**src/rtl/planning_pkg.sv**
```systemverilog
// Shared definitions for the grid planning block.
// Holds the move direction encoding, the one-hot request decode and the
// default grid dimensions.
package planning_pkg;

   localparam int DEF_GRID_W = 8;
   localparam int DEF_GRID_H = 8;

   typedef enum logic [2:0] {
      DIR_NONE,
      DIR_UP,
      DIR_DOWN,
      DIR_LEFT,
      DIR_RIGHT
   } dir_e;

   // A request is only a move when exactly one bit is set; any other
   // combination (none, or conflicting bits) decodes to DIR_NONE.
   function automatic dir_e decode_dir(input logic up, input logic down,
                                       input logic left, input logic right);
      case ({up, down, left, right})
         4'b1000: decode_dir = DIR_UP;
         4'b0100: decode_dir = DIR_DOWN;
         4'b0010: decode_dir = DIR_LEFT;
         4'b0001: decode_dir = DIR_RIGHT;
         default: decode_dir = DIR_NONE;
      endcase
   endfunction

endpackage

```
**src/rtl/planning_grid_mover.sv**
```systemverilog
// grid_mover: one object moving on the grid.
// Ports:
//   clk, rst_n            clock, async active-low reset (position -> X0,Y0)
//   en                    this mover may act on its request this cycle
//   up/down/left/right    move request (one-hot to be honoured)
//   nxt_x, nxt_y          combinational next position (clamped to the grid)
//   moved                 next position differs from the current one
module grid_mover
   import planning_pkg::*;
#(
   parameter int GRID_W = DEF_GRID_W,
   parameter int GRID_H = DEF_GRID_H,
   parameter int X0     = 0,
   parameter int Y0     = 0,
   parameter int XW     = (GRID_W > 1) ? $clog2(GRID_W) : 1,
   parameter int YW     = (GRID_H > 1) ? $clog2(GRID_H) : 1
) (
   input  logic          clk,
   input  logic          rst_n,
   input  logic          en,
   input  logic          up,
   input  logic          down,
   input  logic          left,
   input  logic          right,
   output logic [XW-1:0] nxt_x,
   output logic [YW-1:0] nxt_y,
   output logic          moved
);

   logic [XW-1:0] x;
   logic [YW-1:0] y;

   // Out-of-grid moves are clamped by simply not taking them.
   always_comb begin
      nxt_x = x;
      nxt_y = y;
      if (en) begin
         case (decode_dir(up, down, left, right))
            DIR_UP:    if (y != YW'(GRID_H - 1)) nxt_y = y + YW'(1);
            DIR_DOWN:  if (y != '0)              nxt_y = y - YW'(1);
            DIR_LEFT:  if (x != '0)              nxt_x = x - XW'(1);
            DIR_RIGHT: if (x != XW'(GRID_W - 1)) nxt_x = x + XW'(1);
            default:   ;
         endcase
      end
      moved = (nxt_x != x) || (nxt_y != y);
   end

   always_ff @(posedge clk or negedge rst_n) begin
      if (!rst_n) begin
         x <= XW'(X0);
         y <= YW'(Y0);
      end else begin
         x <= nxt_x;
         y <= nxt_y;
      end
   end

endmodule

```
**src/rtl/planning.sv**
```systemverilog
// planning: robot and one obstacle sharing a grid, alternating turns.
// Ports:
//   clk, rst_n            clock, async active-low reset
//   robot_turn            1: robot request honoured, 0: obstacle request
//   obs1_*                obstacle move request bits
//   robot_*               robot move request bits
//   error                 sticky collision flag; freezes both movers
//   rt_robot, rt_obs1     one-cycle pulse after the robot / obstacle moved
module planning
   import planning_pkg::*;
#(
   parameter int GRID_W  = DEF_GRID_W,
   parameter int GRID_H  = DEF_GRID_H,
   parameter int OBS1_X0 = 3,
   parameter int OBS1_Y0 = 3
) (
   input  logic clk,
   input  logic rst_n,
   input  logic robot_turn,
   input  logic obs1_up,
   input  logic obs1_down,
   input  logic obs1_left,
   input  logic obs1_right,
   input  logic robot_up,
   input  logic robot_down,
   input  logic robot_left,
   input  logic robot_right,
   output logic error,
   output logic rt_robot,
   output logic rt_obs1
);

   localparam int XW = (GRID_W > 1) ? $clog2(GRID_W) : 1;
   localparam int YW = (GRID_H > 1) ? $clog2(GRID_H) : 1;

   // The obstacle must start inside the grid and off the robot's home cell.
   if ((OBS1_X0 == 0 && OBS1_Y0 == 0) || OBS1_X0 < 0 || OBS1_Y0 < 0 ||
       OBS1_X0 >= GRID_W || OBS1_Y0 >= GRID_H) begin : g_bad_obs_start
      $error("planning: obstacle start position invalid");
   end

   logic [XW-1:0] r_nx, o_nx;
   logic [YW-1:0] r_ny, o_ny;
   logic          r_moved, o_moved;
   logic          collide;

   // Once error is set nothing moves, so the pair stays frozen in place.
   grid_mover #(
      .GRID_W(GRID_W), .GRID_H(GRID_H), .X0(0), .Y0(0), .XW(XW), .YW(YW)
   ) u_robot (
      .clk(clk), .rst_n(rst_n), .en(robot_turn && !error),
      .up(robot_up), .down(robot_down), .left(robot_left), .right(robot_right),
      .nxt_x(r_nx), .nxt_y(r_ny), .moved(r_moved)
   );

   grid_mover #(
      .GRID_W(GRID_W), .GRID_H(GRID_H), .X0(OBS1_X0), .Y0(OBS1_Y0), .XW(XW), .YW(YW)
   ) u_obs1 (
      .clk(clk), .rst_n(rst_n), .en(!robot_turn && !error),
      .up(obs1_up), .down(obs1_down), .left(obs1_left), .right(obs1_right),
      .nxt_x(o_nx), .nxt_y(o_ny), .moved(o_moved)
   );

   // Compared on next positions so the colliding move itself completes.
   assign collide = (r_nx == o_nx) && (r_ny == o_ny);

   always_ff @(posedge clk or negedge rst_n) begin
      if (!rst_n) begin
         error    <= 1'b0;
         rt_robot <= 1'b0;
         rt_obs1  <= 1'b0;
      end else begin
         error    <= error || collide;
         rt_robot <= r_moved;
         rt_obs1  <= o_moved;
      end
   end

endmodule

```
**config.mk**
```make
export PLATFORM = sky130hd
export DESIGN_NAME = planning
export DESIGN_NICKNAME = d
export VERILOG_FILES = /design/src/rtl/planning_pkg.sv /design/src/rtl/planning_grid_mover.sv /design/src/rtl/planning.sv
export SDC_FILE = /design/constraint.sdc
export NUM_CORES = 1
export LEC_CHECK = 0
export ABC_AREA = 1
export CAP_MARGIN = 15
export CORE_ASPECT_RATIO = 2
export CORE_MARGIN = 10
export CORE_UTILIZATION = 45
export CTS_CLUSTER_DIAMETER = 200
export DETAILED_ROUTE_END_ITERATION = 6
export PLACE_DENSITY = 0.74
export SETUP_SLACK_MARGIN = 0.1
export SYNTH_ARGS = -nofsm -noshare
export SYNTH_HDL_FRONTEND = slang
export SYNTH_SLANG_ARGS = --single-unit
```
**constraint.sdc**
```tcl
create_clock -name clk -period 1.8 [get_ports clk]
set_clock_uncertainty 0.05 [all_clocks]
set_input_delay 0.18 -clock clk [delete_from_list [all_inputs] [get_ports clk]]
set_output_delay 0.18 -clock clk [all_outputs]
set_load 0.02 [all_outputs]
```
==> summary.md, run 1 <==
| Metric | Value |
|---|---|
| Status | `complete, no violations` |
| Mean number of vias per cell | `roughly 4.9` |
| Hold Fails Final Rpt | `0` |
| PnR worst setup slack | `0.0198 ns` |
| Fmax | `between 0.5 and 0.6 GHz` |
| Top cell type's share of synthesized area | `about 21%` |
| Wire per inst | `between 10 and 15 um` |
| Clock power share | `32.0%` |
| Max-cap violations | `0` |
| WP data arrival | `around 1.9 ns` |
| Worst-Skew Late Latency | `about 0.25 ns` |
| P_sw | `0.263 mW` |
| First-pass GRT wire length | `between 6000 and 7000 um` |
| Die Y | `approximately 110 um` |
| Crit path max fanout | `3` |
| Placed Instances | `385` |
| Normalized max-slew margin | `83.5%` |
| Clock buffer count from CTS | `3` |
| Detailed Place HPWL | `between 3000 and 4000 um` |
| Worst path required time | `about 1.9 ns` |
| Root Buffer | `clkbuf_8` |
| Final setup fails | `0` |
| Rows | `32` |
| Post-Syn Area | `approximately 1800 um^2` |
| Met2 Use GR | `24.2%` |
| Startpoint Class | `flip-flop` |
| Switching portion of total power | `30.2%` |
| Worst hold margin | `approximately 0.19 ns` |
| Io pins | `14` |
| Vias in the first global route | `about 1800` |
| Largest net degree at the start of global routing | `16` |
| Crit path largest cell delay | `between 0.5 and 0.6 ns` |
| Port-buffer cells | `13` |
| Register area share after synthesis | `a little over a fifth` |
| Core area | `just under 4000 um^2` |
| DRC viols | `0` |
| Fin crit share | `between 90% and 100%` |
| DRT antenna net count | `0` |
| Place WS | `-0.113 ns` |
| Slew @ Worst Pin | `around 0.25 ns` |
| Syn. warnings | `0` |
| Register Area | `approximately 380 um^2` |
| RSZ-0062 raised after global routing | `yes` |
| DRT iter0 DRCs | `30` |
| Seq cells post-synth | `15` |
| Comb power frac | `a little over a quarter` |
| Net Count, Synth | `approximately 320` |
| Sink Count | `15` |
| Avg Cell Area, Syn | `between 6 and 7 um^2` |
| Die area | `~7000 um^2` |
| Power Density | `between 300 and 400 nW/um^2` |
| Post-CTS Hold Buffers | `0` |
| Reg clk slew, reported paths | `0.06 ns` |
| CTS tree | `yes` |
| Synth area leaders | `nand2_1 21%, dfrtp_1 15%, nand3_1 12%` |
| Initial antenna violation count | `0` |
| GRT overflow | `0` |
| Share of layout cells above drive strength 1 | `between 30% and 40%` |
| Die width | `between 60 and 70 um` |
| Final Power | `between 0.8 and 0.9 mW` |
| Mapped Cells | `a little under 300` |
| Placer congestion estimate | `0.862` |
| CTS Buffer Depth | `2` |
| Grt peak-use layer | `met2` |
| GRT Util Overall | `between 10% and 20%` |
| N_diodes | `0` |
| Top cell type by total area after synthesis | `nand2_1` |
| Distinct cell type count after synthesis | `20` |
| Final Non-Filler Cells | `between 300 and 400` |
| Detailed-route via count | `1913` |
| Max-slew violation count | `0` |
| Most frequent cells in the layout | `85 x nand2_1, 38 x nand3_1, 26 x nand2_2` |
| Lkg Pwr | `about 1.3 nW` |
| Int Pwr | `around 0.61 mW` |
| Cell mode on critical path | `nand2_1` |
| Final WL | `~4200 um` |
| Crit path cell chain | `inv_2 -> ha_4 -> nand2_4 -> nand2_2 -> nand2_2 -> nor2_1 -> nor2_1 -> nand2_1 -> nand2_2 -> nand2_1 -> nand2_1 -> nand2_1 -> inv_2 -> nand3_2 -> nand2_1` |
| Grt met3 use | `under 10%` |
| CP max-delay cell | `dfstp_2` |
| Nets | `~360` |
| Hold Path Class | `input port to asynchronous set/reset pin` |
| Met1 Usage GRT | `roughly 9.9%` |
| Drt pass-1 iters | `4` |
| Multi-input combinational cell area | `~1400 um^2` |
| Fillers | `386` |
| Crit. End Element | `flip-flop` |
| Worst vdd ir | `roughly 220 uV` |
| Post-route minimum period | `1.78 ns` |
| Seq pwr share | `about two fifths` |
| Commonest non-fill, non-tap cell in the layout | `nand2_1` |
| Initial Utilization | `between 40% and 50%` |
| Crit path kind | `flip-flop to flip-flop` |
| Area growth syn-to-layout | `31.3%` |
| H-tree Lvls | `1` |
==> cells in the mapped netlist <==
cell type  instances
nand2_1           99
nand3_1           42
nor2_1            29
inv_1             28
nor2_2            17
inv_2             15
nand2_2           14
ha_1              12
dfrtp_1           11
o21ai_0            8
nor2_4             6
dfstp_2            4
nand2_4            3
or2_2              3
o2111ai_1          2
a21boi_0           1
clkinv_1           1
nand3_2            1
o21ai_1            1
xnor2_1            1
==> stage by stage <==
step	area [um^2]	util [%]	TNS, ns
after CTS	2230	58.0	0
after floorplan	1800	-	0
after global routing	2350	61.1	-0.134
after detailed placement	2170	56.5	-0.135
after global placement	2170	56.5	-0.0715
final	2350	61.1	0
==> critical path: cells and delay by family (launching register included) <==
kind / cells / cell delay (ns)
adder cells (fa/ha/maj): 1 / 0.17
flip-flops: 1 / 0.59
AND/OR/NAND/NOR: 12 / 0.78
buffers and inverters: 2 / 0.12
==> timing repair <==
item	in CTS	in global routing
gates resized for setup	6	34
pin swaps	2	20
buffers inserted	0	3
endpoints found under the setup margin	2	3
==> path summary, 6_finish.rpt <==
kind	endpoint	start	slack, ns	cells past startpoint
max reg2reg	error$_DFF_PN0_	u_obs1.x[0]$_DFF_PN1_	0.02	15
max in group asynchronous	u_obs1.x[1]$_DFF_PN1_	rst_n	1.27	2
min reg2reg	error$_DFF_PN0_	error$_DFF_PN0_	0.58	2
min in group clk	error$_DFF_PN0_	error$_DFF_PN0_	0.58	2
min	u_robot.y[0]$_DFF_PN0_	rst_n	0.19	2
max	error$_DFF_PN0_	u_obs1.x[0]$_DFF_PN1_	0.02	15
==> area by class of cell <==
cell class / count / area share, %
inverters: 44 / 7.03
clock buffers: 4 / 1.92
repair buffers: 38 / 13.5
multi-input cells: 239 / 58.6
flip-flops and latches: 15 / 16.2
well taps: 51 / 2.72
==> registers in the layout (all words and copies together), names as in the netlist <==
register and cells:
u_obs1.x 3, u_obs1.y 3, u_robot.x 3, u_robot.y 3, error 1, rt_obs1 1
rt_robot 1
==> per-layer routing <==
metal  routed length, um  vias up
met5                   0        -
met2                2410       30
li1                    -     1016
met3                 112       12
met4                 139        0
met1                1510      855
==> cell families (layout without fill, tap and decap cells) <==
family	Yosys count	after routing	share of synthesized area, %
simple gates	214	214	56.7
buf+inv	44	86	9.23
flops	15	15	21.3
fa+ha+maj	12	12	8.39
compound gates	12	12	3.92
xor+xnor	1	1	0.490
==> power groups by stage <==
stage | logic [mW] | registers, mW | clock network (mW)
2_1_floorplan | 0.125 | 0.364 | 0
3_5_place_dp | 0.219 | 0.363 | 0
6_report | 0.232 | 0.359 | 0.278
4_1_cts | 0.221 | 0.358 | 0.282
5_1_grt | 0.262 | 0.360 | 0.295
3_3_place_gp | 0.215 | 0.363 | 0
(Power assumes the default switching activity.)
==> run 2, diff against run 1 <==
Clock period 1.8 ns to 1.6 ns, I/O delays scaled along.
==> run 2 against run 1 <==
The flow now finishes with violations (setup timing); final cell count increased by 3.1%; power up 16%; critical path type unchanged; register-to-register slack got worse by 0.28 ns; critical path depth down 3.
==> summary.md, run 2 (same netlist as run 1, synthesis figures left out) <==
| Metric | Value |
|---|---|
| Worst vdd ir | `436 uV (+96%)` |
| PnR worst setup slack | `-0.262 ns (-0.281 ns)` |
| Final WL | `4690 um (+13%)` |
| DRT iter0 DRCs | `57 (+90%)` |
| Lkg Pwr | `1.36 nW (+6.2%)` |
| Post-route minimum period | `1.86 ns (+0.0813 ns)` |
| Nets | `376 (+3.3%)` |
| First-pass GRT wire length | `7590 um (+10%)` |
| Largest net degree at the start of global routing | `16 (unchanged)` |
| Max-slew violation count | `0 (unchanged)` |
| Die Y | `109 um (unchanged)` |
| Clock buffer count from CTS | `3 (unchanged)` |
| Rows | `32 (unchanged)` |
| Most frequent cells in the layout | `76 x nand2_1, 33 x buf_4, 31 x nand3_1, 31 x nand2_2` |
| Hold Path Class | `input port to asynchronous set/reset pin` |
| Crit path kind | `flip-flop to flip-flop` |
| GRT overflow | `0 (unchanged)` |
| Mean number of vias per cell | `4.92 (+0.52%)` |
| Initial antenna violation count | `0 (unchanged)` |
| Core area | `3840 um^2 (unchanged)` |
| Area growth syn-to-layout | `46.9%` |
| Slew @ Worst Pin | `0.275 ns (+0.0279 ns)` |
| RSZ-0062 raised after global routing | `yes` |
| Sink Count | `15 (unchanged)` |
| GRT Util Overall | `13.1% (+1.1 points)` |
| Fin crit share | `116% (+17 points)` |
| Vias in the first global route | `1916 (+7.1%)` |
| Reg clk slew, reported paths | `0.06 ns (about the same)` |
| Register Area | `382 um^2 (+0.33%)` |
| Status | `finished with violations` |
| Detailed Place HPWL | `3640 um (+6.1%)` |
| Wire per inst | `11.6 um (+9.2%)` |
| Worst path required time | `1.74 ns (-0.20 ns)` |
| Final setup fails | `3 (+3)` |
| Placer congestion estimate | `0.869 (+0.82%)` |
| Power Density | `384 nW/um^2 (+3.8%)` |
| Drt pass-1 iters | `4 (unchanged)` |
| Crit path max fanout | `4 (+1)` |
| CTS tree | `yes` |
| Worst hold margin | `0.170 ns (-0.0200 ns)` |
| Post-CTS Hold Buffers | `0 (unchanged)` |
| Root Buffer | `clkbuf_8` |
| Die area | `7050 um^2 (unchanged)` |
| Port-buffer cells | `13 (unchanged)` |
| Final Power | `1.01 mW (+16%)` |
| CTS Buffer Depth | `2 (unchanged)` |
| DRT antenna net count | `0 (unchanged)` |
| Worst-Skew Late Latency | `0.25 ns (about the same)` |
| Share of layout cells above drive strength 1 | `47.2% (+8.6 points)` |
| Startpoint Class | `flip-flop` |
| Fillers | `364 (-5.7%)` |
| Crit. End Element | `flip-flop` |
| Normalized max-slew margin | `81.6% (-1.9 points)` |
| DRC viols | `0 (unchanged)` |
| Fmax | `0.537 GHz (-4.4%)` |
| Hold Fails Final Rpt | `0 (unchanged)` |
| Multi-input combinational cell area | `1540 um^2 (+12%)` |
| Commonest non-fill, non-tap cell in the layout | `nand2_1` |
| Die width | `64.6 um (unchanged)` |
| Io pins | `14 (unchanged)` |
| WP data arrival | `2.00 ns (+0.08 ns)` |
| H-tree Lvls | `1 (unchanged)` |
| Total Neg Setup Slack | `-0.467 ns (-0.467 ns)` |
| Max-cap violations | `0 (unchanged)` |
| Failing checks | `setup timing` |
| Detailed-route via count | `1982 (+3.6%)` |
| Initial Utilization | `46.5% (unchanged)` |
| N_diodes | `0 (unchanged)` |
run 2: cell types whose count changed in the layout (fill, tap and decap cells not counted), sizes merged:
cell	change
clkdlybuf4s50	-1
buf	+12
dlygate4sd2	+1
run 2: stage by stage:
stage	instances	area, um^2	util, %	worst slack, ns
final	403	2630	68.4	-0.262
after CTS	401	2440	63.4	-0.159
after detailed placement	395	2280	59.3	-0.269
after floorplan	298	1840	-	-0.0484
after global placement	395	2280	59.3	-0.231
after global routing	403	2630	68.4	-0.354
run 2: power breakdown:
group,internal (mW),switching (mW)
sequential,0.393,0.0147
combinational,0.132,0.165
clock,0.176,0.129
total,0.702,0.309
run 2: cell type report:
cell class	count	area share (%)
timing repair buffer	50	16.0
multi-input combinational	239	58.6
clock buffer	4	1.71
tap	51	2.43
sequential	15	14.5
inverter	44	6.66
run 2: timing repair:
action	CTS	global route
gates cloned	0	0
endpoints found under the setup margin	9	11
resized for setup	33	43
setup buffers	3	3
pin swaps	18	27
run 2: final timing paths:
check | from | end | slack, ns | cells past startpoint
min in group clk | error$_DFF_PN0_ | error$_DFF_PN0_ | 0.63 | 2
max in group asynchronous | rst_n | u_obs1.y[1]$_DFF_PN1_ | 1.09 | 2
setup / recovery | u_obs1.y[0]$_DFF_PN1_ | error$_DFF_PN0_ | -0.26 | 12
hold reg to reg | error$_DFF_PN0_ | error$_DFF_PN0_ | 0.63 | 2
hold / removal | rst_n | u_robot.x[1]$_DFF_PN0_ | 0.17 | 2
setup reg to reg | u_obs1.y[0]$_DFF_PN1_ | error$_DFF_PN0_ | -0.26 | 12
run 2: critical path, cell delays in order (launching register included):
cell and delay [ns]:
dfstp_2 0.60, inv_4 0.07, ha_4 0.16, or2_4 0.23
nand3_4 0.07, nor2_4 0.04, nor2_2 0.11, nor2_2 0.05
nand2_1 0.05, nand2_1 0.06, nor2_1 0.13, nand3_2 0.10
nand2_2 0.07
run 2: metal layers:
layer  part of all wire [%]  up-vias  global-route usage, %  wire length, um
li1                       -     1038                      -                -
met1                     36      903                   11.4             1670
met2                     60       29                   27.3             2800
met3                    1.5       12                   1.03               72
met4                    3.2        0                   7.23              148
met5                      0        -                      0                0
==> run 3, diff against run 2 <==
Settings changed: HOLD_SLACK_MARGIN set to 0.12, SETUP_SLACK_MARGIN 0.1 to 0.3.
==> run 3 against run 2 <==
The flow still finishes with violations (setup timing); worst hold slack lost 0.00071 ns; utilization grew 1.9 points; worst setup slack gained 0.043 ns; sequential cell count is the same; critical path type unchanged; wire length grew 1.6%; first-iteration DRC count grew 74%; combinational power is essentially flat; die area is the same.
==> summary.md, run 3 (same netlist as run 1, synthesis figures left out) <==
| Metric | Value |
|---|---|
| Worst-Skew Late Latency | `0.25 ns (about the same)` |
| Fin crit share | `114% (-2.7 points)` |
| Commonest non-fill, non-tap cell in the layout | `nand2_1` |
| Nets | `376 (unchanged)` |
| Final Power | `1.02 mW (+0.59%)` |
| Clock buffer count from CTS | `3 (unchanged)` |
| Mean number of vias per cell | `4.97 (+0.96%)` |
| Hold Path Class | `input port to asynchronous set/reset pin` |
| Max-cap violations | `0 (unchanged)` |
| GRT overflow | `0 (unchanged)` |
| RSZ-0062 raised after global routing | `yes` |
| Final setup fails | `4 (+1)` |
| Hold Fails Final Rpt | `0 (unchanged)` |
| Share of layout cells above drive strength 1 | `51.7% (+4.5 points)` |
| Root Buffer | `clkbuf_8` |
| Max-slew violation count | `0 (unchanged)` |
| Slew @ Worst Pin | `0.267 ns (-0.00835 ns)` |
| Fmax | `0.550 GHz (+2.4%)` |
| Startpoint Class | `flip-flop` |
| Lkg Pwr | `1.43 nW (+4.7%)` |
| CP max-delay cell | `dfstp_2` |
| N_diodes | `0 (unchanged)` |
| Crit path cell chain | `inv_4 -> ha_4 -> nand3_1 -> nand2_2 -> nor2_1 -> nor2_1 -> nand2_1 -> nand2_2 -> nand2_1 -> nand2_1 -> nand2_1 -> clkinv_2 -> nand3_1 -> nand2_1` |
| Final WL | `4770 um (+1.6%)` |
| Detailed Place HPWL | `3650 um (+0.21%)` |
| Port-buffer cells | `13 (unchanged)` |
| Largest net degree at the start of global routing | `16 (unchanged)` |
| GRT Util Overall | `13.5% (+0.39 points)` |
| Crit path kind | `flip-flop to flip-flop` |
| P_sw | `0.315 mW (+1.9%)` |
| Place WS | `-0.332 ns (-0.0635 ns)` |
| Top cell family by delay on the critical path | `simple AND/OR/NAND/NOR gates` |
| Die area | `7050 um^2 (unchanged)` |
| Power Density | `376 nW/um^2 (-2.1%)` |
| PnR worst setup slack | `-0.219 ns (+0.0430 ns)` |
| Initial antenna violation count | `0 (unchanged)` |
| Crit path max fanout | `3 (-1)` |
| Wire per inst | `11.8 um (+1.6%)` |
| Area growth syn-to-layout | `50.9%` |
| Seq pwr share | `40.0% (-0.3 points)` |
| Int Pwr | `0.702 mW (about the same)` |
| Post-CTS Hold Buffers | `0 (unchanged)` |
| Vias in the first global route | `1920 (+0.21%)` |
| Cell mode on critical path | `nand2_1` |
| CTS tree | `yes` |
| Comb power frac | `29.5% (about the same)` |
| First-pass GRT wire length | `7710 um (+1.5%)` |
| Detailed-route via count | `2001 (+0.96%)` |
| H-tree Lvls | `1 (unchanged)` |
| Core area | `3840 um^2 (unchanged)` |
| Io pins | `14 (unchanged)` |
| Sink Count | `15 (unchanged)` |
| Worst vdd ir | `205 uV (-53%)` |
| Die Y | `109 um (unchanged)` |
| Buffers & Inverters on Critical Path | `2 (+1)` |
| Rows | `32 (unchanged)` |
| Most frequent cells in the layout | `76 x nand2_1, 32 x buf_4, 31 x nand2_2` |
| Worst path required time | `1.69 ns (-0.05 ns)` |
| WP data arrival | `1.91 ns (-0.09 ns)` |
| DRT iter0 DRCs | `99 (+74%)` |
| Crit. End Element | `flip-flop` |
| Clock power share | `30.4% (+0.2 points)` |
| Failing checks | `setup timing` |
| Post-route minimum period | `1.82 ns (-0.0430 ns)` |
| Die width | `64.6 um (unchanged)` |
| Drt pass-1 iters | `4 (unchanged)` |
| DRC viols | `0 (unchanged)` |
| Switching portion of total power | `31.0% (+0.41 points)` |
| Initial Utilization | `46.5% (unchanged)` |
| Normalized max-slew margin | `82.2% (+0.56 points)` |
| Placer congestion estimate | `0.868 (-0.17%)` |
| Reg clk slew, reported paths | `0.06 ns (about the same)` |
| CTS Buffer Depth | `2 (unchanged)` |
| Status | `finished with violations` |
| Crit path largest cell delay | `0.59 ns (about the same)` |
| DRT antenna net count | `0 (unchanged)` |
## run 3: cell types whose count changed in the layout (fill, tap and decap cells not counted), sizes merged
cell and change:
clkdlybuf4s50 -5, clkinv +1, dlygate4sd2 +2, dlymetal6s2s +3, inv -1
## run 3: path summary, 6_finish.rpt
| kind | to | startpoint | slack [ns] | cells past startpoint |
|---|---|---|---|---|
| max in group asynchronous | u_obs1.x[0]$_DFF_PN1_ | rst_n | 1.08 | 2 |
| worst min register to register | error$_DFF_PN0_ | error$_DFF_PN0_ | 0.60 | 2 |
| worst min-delay path | u_robot.y[2]$_DFF_PN0_ | rst_n | 0.17 | 2 |
| min in group clk | u_robot.x[0]$_DFF_PN0_ | robot_left | 0.49 | 7 |
| worst max-delay path | error$_DFF_PN0_ | u_obs1.x[0]$_DFF_PN1_ | -0.22 | 14 |
| worst max register to register | error$_DFF_PN0_ | u_obs1.x[0]$_DFF_PN1_ | -0.22 | 14 |
## run 3: worst reg2reg max path, delay by kind of cell (launching register included)
| kind | cells | cell delay [ns] |
|---|---|---|
| simple gates | 11 | 0.79 |
| buf+inv | 2 | 0.12 |
| flops | 1 | 0.59 |
| fa+ha+maj | 1 | 0.17 |
## run 3: through the flow
| step | hold WS [ns] | utilization, % | instance area [um^2] | TNS (ns) | std cells |
|---|---|---|---|---|---|
| 2_1_floorplan | -0.186 | - | 1900 | -0.0484 | 298 |
| 3_3_place_gp | 0.438 | 60.2 | 2310 | -0.612 | 391 |
| 3_5_place_dp | 0.442 | 60.2 | 2310 | -0.869 | 391 |
| 4_1_cts | 0.171 | 65.1 | 2500 | -0.321 | 400 |
| 5_1_grt | 0.206 | 70.2 | 2700 | -0.961 | 403 |
| 6_report | 0.169 | 70.2 | 2700 | -0.416 | 403 |
## run 3: what timing repair did
| action | 4_1_cts | 5_1_grt |
|---|---|---|
| setup endpoints to repair | 16 | 16 |
| buffers inserted | 5 | 3 |
| pin swaps | 21 | 26 |
| resized for setup | 34 | 48 |
## run 3: layout make-up
cell class,count,area [um^2]
Timing Repair Buffer,50,430
Tap cell,51,63.8
Sequential cell,15,380
Multi-Input combinational cell,239,1610
Fill cell,337,1140
Clock buffer,4,45.0
Inverter,44,174
## run 3: power by group through the flow
stage	clock (mW)	sequential, mW	combinational (mW)
detailed placement	0	0.410	0.262
CTS	0.321	0.406	0.279
global route	0.337	0.408	0.334
floorplan	0	0.411	0.150
finish	0.309	0.407	0.300
global placement	0	0.411	0.256
## run 3: routing by layer
metal | global-route usage [%] | wire (um) | up-vias
met3 | 1.95 | 108 | 11
li1 | - | - | 1037
met2 | 27.4 | 2820 | 36
met4 | 7.23 | 120 | 0
met1 | 11.9 | 1720 | 917
met5 | 0 | 0 | -
